File: src/rtl/uart_rx_pkg.sv
// Shared UART definitions: 2-bit FSM state encoding used by both directions,
// plus a width helper for the bit-timing counter.
package uart_rx_pkg;

  typedef enum logic [1:0] {
    ST_IDLE  = 2'd0,
    ST_START = 2'd1,
    ST_DATA  = 2'd2,
    ST_STOP  = 2'd3
  } uart_state_e;

  function automatic int cnt_width(input int n);
    return (n > 1) ? $clog2(n) : 1;
  endfunction

endpackage

File: src/rtl/uart_rx_counter.sv
// Modulo-N counter: counts 0..N-1 when ce is high and wraps; ov marks the wrap cycle.
// Synchronous clear has priority over counting.
module uart_rx_counter
  import uart_rx_pkg::*;
#(
  parameter int N = 10,
  localparam int W = cnt_width(N)
) (
  input  logic         clk,
  input  logic         rst,
  input  logic         i_ce,
  input  logic         i_clr,
  output logic [W-1:0] o_cnt,
  output logic         o_ov
);

  logic [W-1:0] r_cnt;
  logic         w_wrap;

  assign w_wrap = (r_cnt == W'(N - 1));

  always_ff @(posedge clk or negedge rst) begin
    if (!rst) begin
      r_cnt <= '0;
    end else if (i_clr) begin
      r_cnt <= '0;
    end else if (i_ce) begin
      r_cnt <= w_wrap ? '0 : r_cnt + 1'b1;
    end
  end

  assign o_cnt = r_cnt;
  assign o_ov  = i_ce & w_wrap;

endmodule

File: src/rtl/uart_rx.sv
// 8N1 UART receiver: two-flop synchronizer, falling-edge start detect,
// mid-bit sampling driven by a single modulo-CPB counter.
module uart_rx
  import uart_rx_pkg::*;
#(
  parameter int BAUD = 115200,
  parameter int F    = 50000000
) (
  input  logic        clk,
  input  logic        rst,
  input  logic        rx,
  output logic [7:0]  data,
  output logic        valid,
  output logic        frame_err,
  output logic        busy,
  output uart_state_e dbg_state
);

  localparam int CPB  = F / BAUD;
  localparam int HALF = CPB / 2;
  localparam int CW   = cnt_width(CPB);

  logic          r_sync1, r_sync2, r_rxs_prev;
  logic          w_rxs, w_fall;
  uart_state_e   r_state, w_state_nxt;
  logic [2:0]    r_bit_idx, w_bit_idx_nxt;
  logic [7:0]    r_shift, w_shift_nxt;
  logic [7:0]    r_data, w_data_nxt;
  logic          r_valid, w_valid_nxt;
  logic          r_ferr, w_ferr_nxt;
  logic          w_cnt_clr, w_tick, w_half;
  logic [CW-1:0] w_cnt;

  always_ff @(posedge clk or negedge rst) begin
    if (!rst) begin
      r_sync1    <= 1'b1;
      r_sync2    <= 1'b1;
      r_rxs_prev <= 1'b1;
    end else begin
      r_sync1    <= rx;
      r_sync2    <= r_sync1;
      r_rxs_prev <= r_sync2;
    end
  end

  assign w_rxs  = r_sync2;
  // Requiring a prior high sample means a held-low line cannot retrigger.
  assign w_fall = r_rxs_prev & ~w_rxs;

  // Counter restarts on the start edge, so HALF-1 lands t0+HALF; restarting it
  // again at mid-start makes every later wrap fall at the centre of a bit.
  uart_rx_counter #(.N(CPB)) u_bit_cnt (
    .clk   (clk),
    .rst   (rst),
    .i_ce  (1'b1),
    .i_clr (w_cnt_clr),
    .o_cnt (w_cnt),
    .o_ov  (w_tick)
  );

  assign w_half = (w_cnt == CW'(HALF - 1));

  always_comb begin
    w_state_nxt   = r_state;
    w_bit_idx_nxt = r_bit_idx;
    w_shift_nxt   = r_shift;
    w_data_nxt    = r_data;
    w_valid_nxt   = 1'b0;
    w_ferr_nxt    = 1'b0;
    w_cnt_clr     = 1'b0;
    case (r_state)
      ST_IDLE: begin
        if (w_fall) begin
          w_state_nxt = ST_START;
          w_cnt_clr   = 1'b1;
        end
      end
      ST_START: begin
        if (w_half) begin
          if (!w_rxs) begin
            w_state_nxt   = ST_DATA;
            w_bit_idx_nxt = 3'd0;
            w_cnt_clr     = 1'b1;
          end else begin
            w_state_nxt = ST_IDLE;
          end
        end
      end
      ST_DATA: begin
        if (w_tick) begin
          w_shift_nxt = {w_rxs, r_shift[7:1]};
          if (r_bit_idx == 3'd7) begin
            w_state_nxt = ST_STOP;
          end else begin
            w_bit_idx_nxt = r_bit_idx + 3'd1;
          end
        end
      end
      ST_STOP: begin
        if (w_tick) begin
          w_state_nxt = ST_IDLE;
          if (w_rxs) begin
            w_valid_nxt = 1'b1;
            w_data_nxt  = r_shift;
          end else begin
            w_ferr_nxt = 1'b1;
          end
        end
      end
      default: w_state_nxt = ST_IDLE;
    endcase
  end

  always_ff @(posedge clk or negedge rst) begin
    if (!rst) begin
      r_state   <= ST_IDLE;
      r_bit_idx <= 3'd0;
      r_shift   <= 8'h00;
      r_data    <= 8'h00;
      r_valid   <= 1'b0;
      r_ferr    <= 1'b0;
    end else begin
      r_state   <= w_state_nxt;
      r_bit_idx <= w_bit_idx_nxt;
      r_shift   <= w_shift_nxt;
      r_data    <= w_data_nxt;
      r_valid   <= w_valid_nxt;
      r_ferr    <= w_ferr_nxt;
    end
  end

  assign data      = r_data;
  assign valid     = r_valid;
  assign frame_err = r_ferr;
  assign busy      = (r_state != ST_IDLE);
  assign dbg_state = r_state;

endmodule

File: config.mk
export PLATFORM = sky130hd
export DESIGN_NAME = uart_rx
export DESIGN_NICKNAME = d
export VERILOG_FILES = /design/src/rtl/uart_rx_pkg.sv /design/src/rtl/uart_rx_counter.sv /design/src/rtl/uart_rx.sv
export SDC_FILE = /design/constraint.sdc
export NUM_CORES = 1
export LEC_CHECK = 0
export BUFFER_PORTS_ARGS = -buffer_cell sky130_fd_sc_hd__buf_2
export CORE_ASPECT_RATIO = 0.7
export CORE_UTILIZATION = 45
export DETAILED_ROUTE_END_ITERATION = 6
export HOLD_SLACK_MARGIN = 0.1
export PLACE_DENSITY_LB_ADDON = 0.08
export SYNTH_ARGS = -nofsm -noshare
export SYNTH_HDL_FRONTEND = slang
export SYNTH_SLANG_ARGS = --single-unit
File: constraint.sdc
create_clock -name clk -period 1.96 [get_ports clk]
set_input_delay 0.49 -clock clk [delete_from_list [all_inputs] [get_ports clk]]
set_output_delay 0.49 -clock clk [all_outputs]
set_load 0.02 [all_outputs]
==> flow_summary.ini <==
[worst_setup_path]
path_max_fanout = 9
required_ps = 2130
worst_setup_path_end_kind = flip-flop
worstPathArrival_ps = 1970
crit_start = u_bit_cnt.o_cnt[1]
worstSetupPathType = reg -> reg
worstReg2RegStart = u_bit_cnt.o_cnt[1]
cp-start-kind = flip-flop

[route]
vias_per_cell = 4.88
num_vias = 922
postRouteAntennaNets = 0
drtIter0Drc = 50
drt_first_pass_iters = 4
wl_per_cell_um = 13.2
drc_errors = 0
routed_wl_um = 2490

[die]
initial_core_util_pct = 48.7
die_h_um = 51.5
num_io_pins = 16
rows = 17
die_w_um = 72.7
core_area_sq_mm = 0.00323
dieArea_sq_mm = 0.00374

[grt]
grt_pass1_vias = 859
grt.overflow.total = 0
grt_usage_pct = 16.0
grt_pass1_wl_um = 4240
grt_antenna_before_repair = 0
grt_max_degree = 36

[clock_network]
clk_path_buf_depth = 2
postCtsResizedCells = 0
post-cts-setup-buffer-count = 0
clk_latency_ps = 280
htree_levels = 2
root_buffer = clkbuf_8
clock-sinks = 35
cts_tree = built
cts_hold_repair.buffers = 0
clkTransAtPathRegs_ps = 70
numCtsBuffers = 5

[power_and_ir_drop]
ir_drop_mv = 0.581
p_leak_nw = 0.904
p_per_area_mw_per_mm2 = 954

[yosys]
synth_top_area_share_pct = 50.8
async_reset_ff_share_pct = 100
yosysWarningCount = 0
synthTopCellsByCount = dfrtp_1, nor2_1, mux2_2, mux2_4, ha_1
syn-num-nets = 130
ys_seq_area_share_pct = 55.8
postSynthCellCount = 122
syn_area_sq_mm = 0.00158
synth_ff_type = dfrtp_1
synth_area_per_cell_sq_um = 12.9
synth_edf_count = 0
synth_area_leaders = dfrtp_1, mux2_4, mux2_2
yosysTopAreaCell = dfrtp_1
ys_seq_elements = 35
synth.most_common_cell = dfrtp_1
yosysUniqueCellTypes = 32

[sta]
clock_skew_ps = 6.53
tightest_slew_ps = 437
rsz0062_at_grt = false
max-slew-margin-rel_pct = 70.6
fmax_mhz = 556
period_needed_ps = 1800
setup_viol = 0
finalSetupTns_ps = 0
hold_viol_final = 0
period_share_pct = 91.7
final_max_slew_viol_count = 0

[run]
max_cap_viol_count = 0

[placement]
portBuffers = 15
place_area_sq_mm = 0.00169
place_congestion = 0.805
dpl.hpwl_um = 1740

[status]
status = finished clean

[finish]
syn_to_final_growth_pct = 13.7
diodes = 0
final_net_count = 149
final_cell_area_sq_mm = 0.00179
regArea_sq_um = 880
multiInputGateArea_sq_um = 643
num-fill-cells = 295
drive_above_1_share_pct = 33.1

[hold_path]
min_path_type = in -> async
==> layer usage <==
layer	vias to the layer above	global-route usage (%)	wire (um)
li1	459	-	-
met1	445	23.4	1370
met2	14	20.2	1020
met3	4	8.14	88
met4	0	4.90	14
met5	-	0	0
==> critical path, cell delays in order, from the launching register on <==
cell and delay (ps):
dfrtp_1 390, inv_1 80, ha_1 130, and4b_1 190
and3b_1 210, and4_4 360, mux2_4 320
==> flip-flops by register name, indices dropped and copies added, names as in the netlist, named ones only <==
| signal | flops |
|---|---|
| u_bit_cnt.o_cnt | 9 |
| data | 8 |
| r_shift | 8 |
| r_bit_idx | 3 |
| dbg_state | 1 |
| frame_err | 1 |
| r_rxs_prev | 1 |
| r_sync1 | 1 |
| r_sync2 | 1 |
| valid | 1 |
==> final timing paths <==
path	end	slack, ps	cells past startpoint
max	data[3]	160	6
max reg2reg	data[3]	160	6
max in group asynchronous	r_sync2	1390	2
min in group clk	r_sync1	300	1
min	u_bit_cnt.o_cnt[4]	230	2
min reg2reg	r_sync2	360	0
==> power by group <==
part           internal, mW  total, mW  switching (mW)
registers             0.798      0.906           0.108
clock network         0.321      0.566           0.245
logic                 0.115      0.236           0.122
total                  1.23       1.71           0.475
==> through the flow <==
step	setup WS, ps	power, mW	util (%)	cells	hold slack [ps]
after floorplan	163	1.09	-	122	194
after global placement	197	1.15	52.3	181	348
after detailed placement	154	1.16	52.3	181	350
after CTS	143	1.73	55.4	189	244
after global routing	20.1	1.82	55.4	189	266
final	162	1.71	55.4	189	227
==> area by class of cell <==
class / count / share of cell area, %
clock buffers: 8 / 5.59
inverters: 3 / 0.629
multi-input cells: 78 / 35.9
flip-flops and latches: 35 / 49.1
well taps: 47 / 3.28
repair buffers: 18 / 5.45
==> layout by cell type, fill, tap and decap left out, drive strengths merged <==
| master | synthesis | final |
|---|---|---|
| and3 | 1 | 1 |
| nand3 | 4 | 4 |
| nor2b | 2 | 2 |
| a21o | 1 | 1 |
| and4 | 1 | 1 |
| nand4 | 1 | 1 |
| xnor2 | 4 | 4 |
| nand4b | 2 | 2 |
| or2 | 1 | 1 |
| xor2 | 3 | 3 |
| nor4 | 1 | 1 |
| ha | 5 | 5 |
| a31oi | 1 | 1 |
| clkbuf | 1 | 8 |
| nand4bb | 1 | 1 |
| a311o | 1 | 1 |
| nor3b | 1 | 1 |
| dfstp | 3 | 3 |
| and4b | 3 | 3 |
| o22ai | 2 | 2 |
| mux2 | 17 | 17 |
| and3b | 2 | 2 |
| a22o | 2 | 2 |
| o21ai | 1 | 1 |
| nor2 | 15 | 15 |
| dfrtp | 32 | 32 |
| buf | 5 | 18 |
| inv | 3 | 3 |
| nand2 | 3 | 3 |
| nand2b | 3 | 3 |
==> logic make-up (layout without fill, tap and decap cells) <==
kind of cell,after synthesis,after routing,synth area share [%]
compound gates,8,8,3.73
xor+xnor,7,7,3.89
fa+ha+maj,5,5,3.97
buf+inv,9,29,3.34
flops,35,35,55.8
mux,17,17,14.1
simple gates,41,41,15.2
Power figures use the tool's default switching activity.
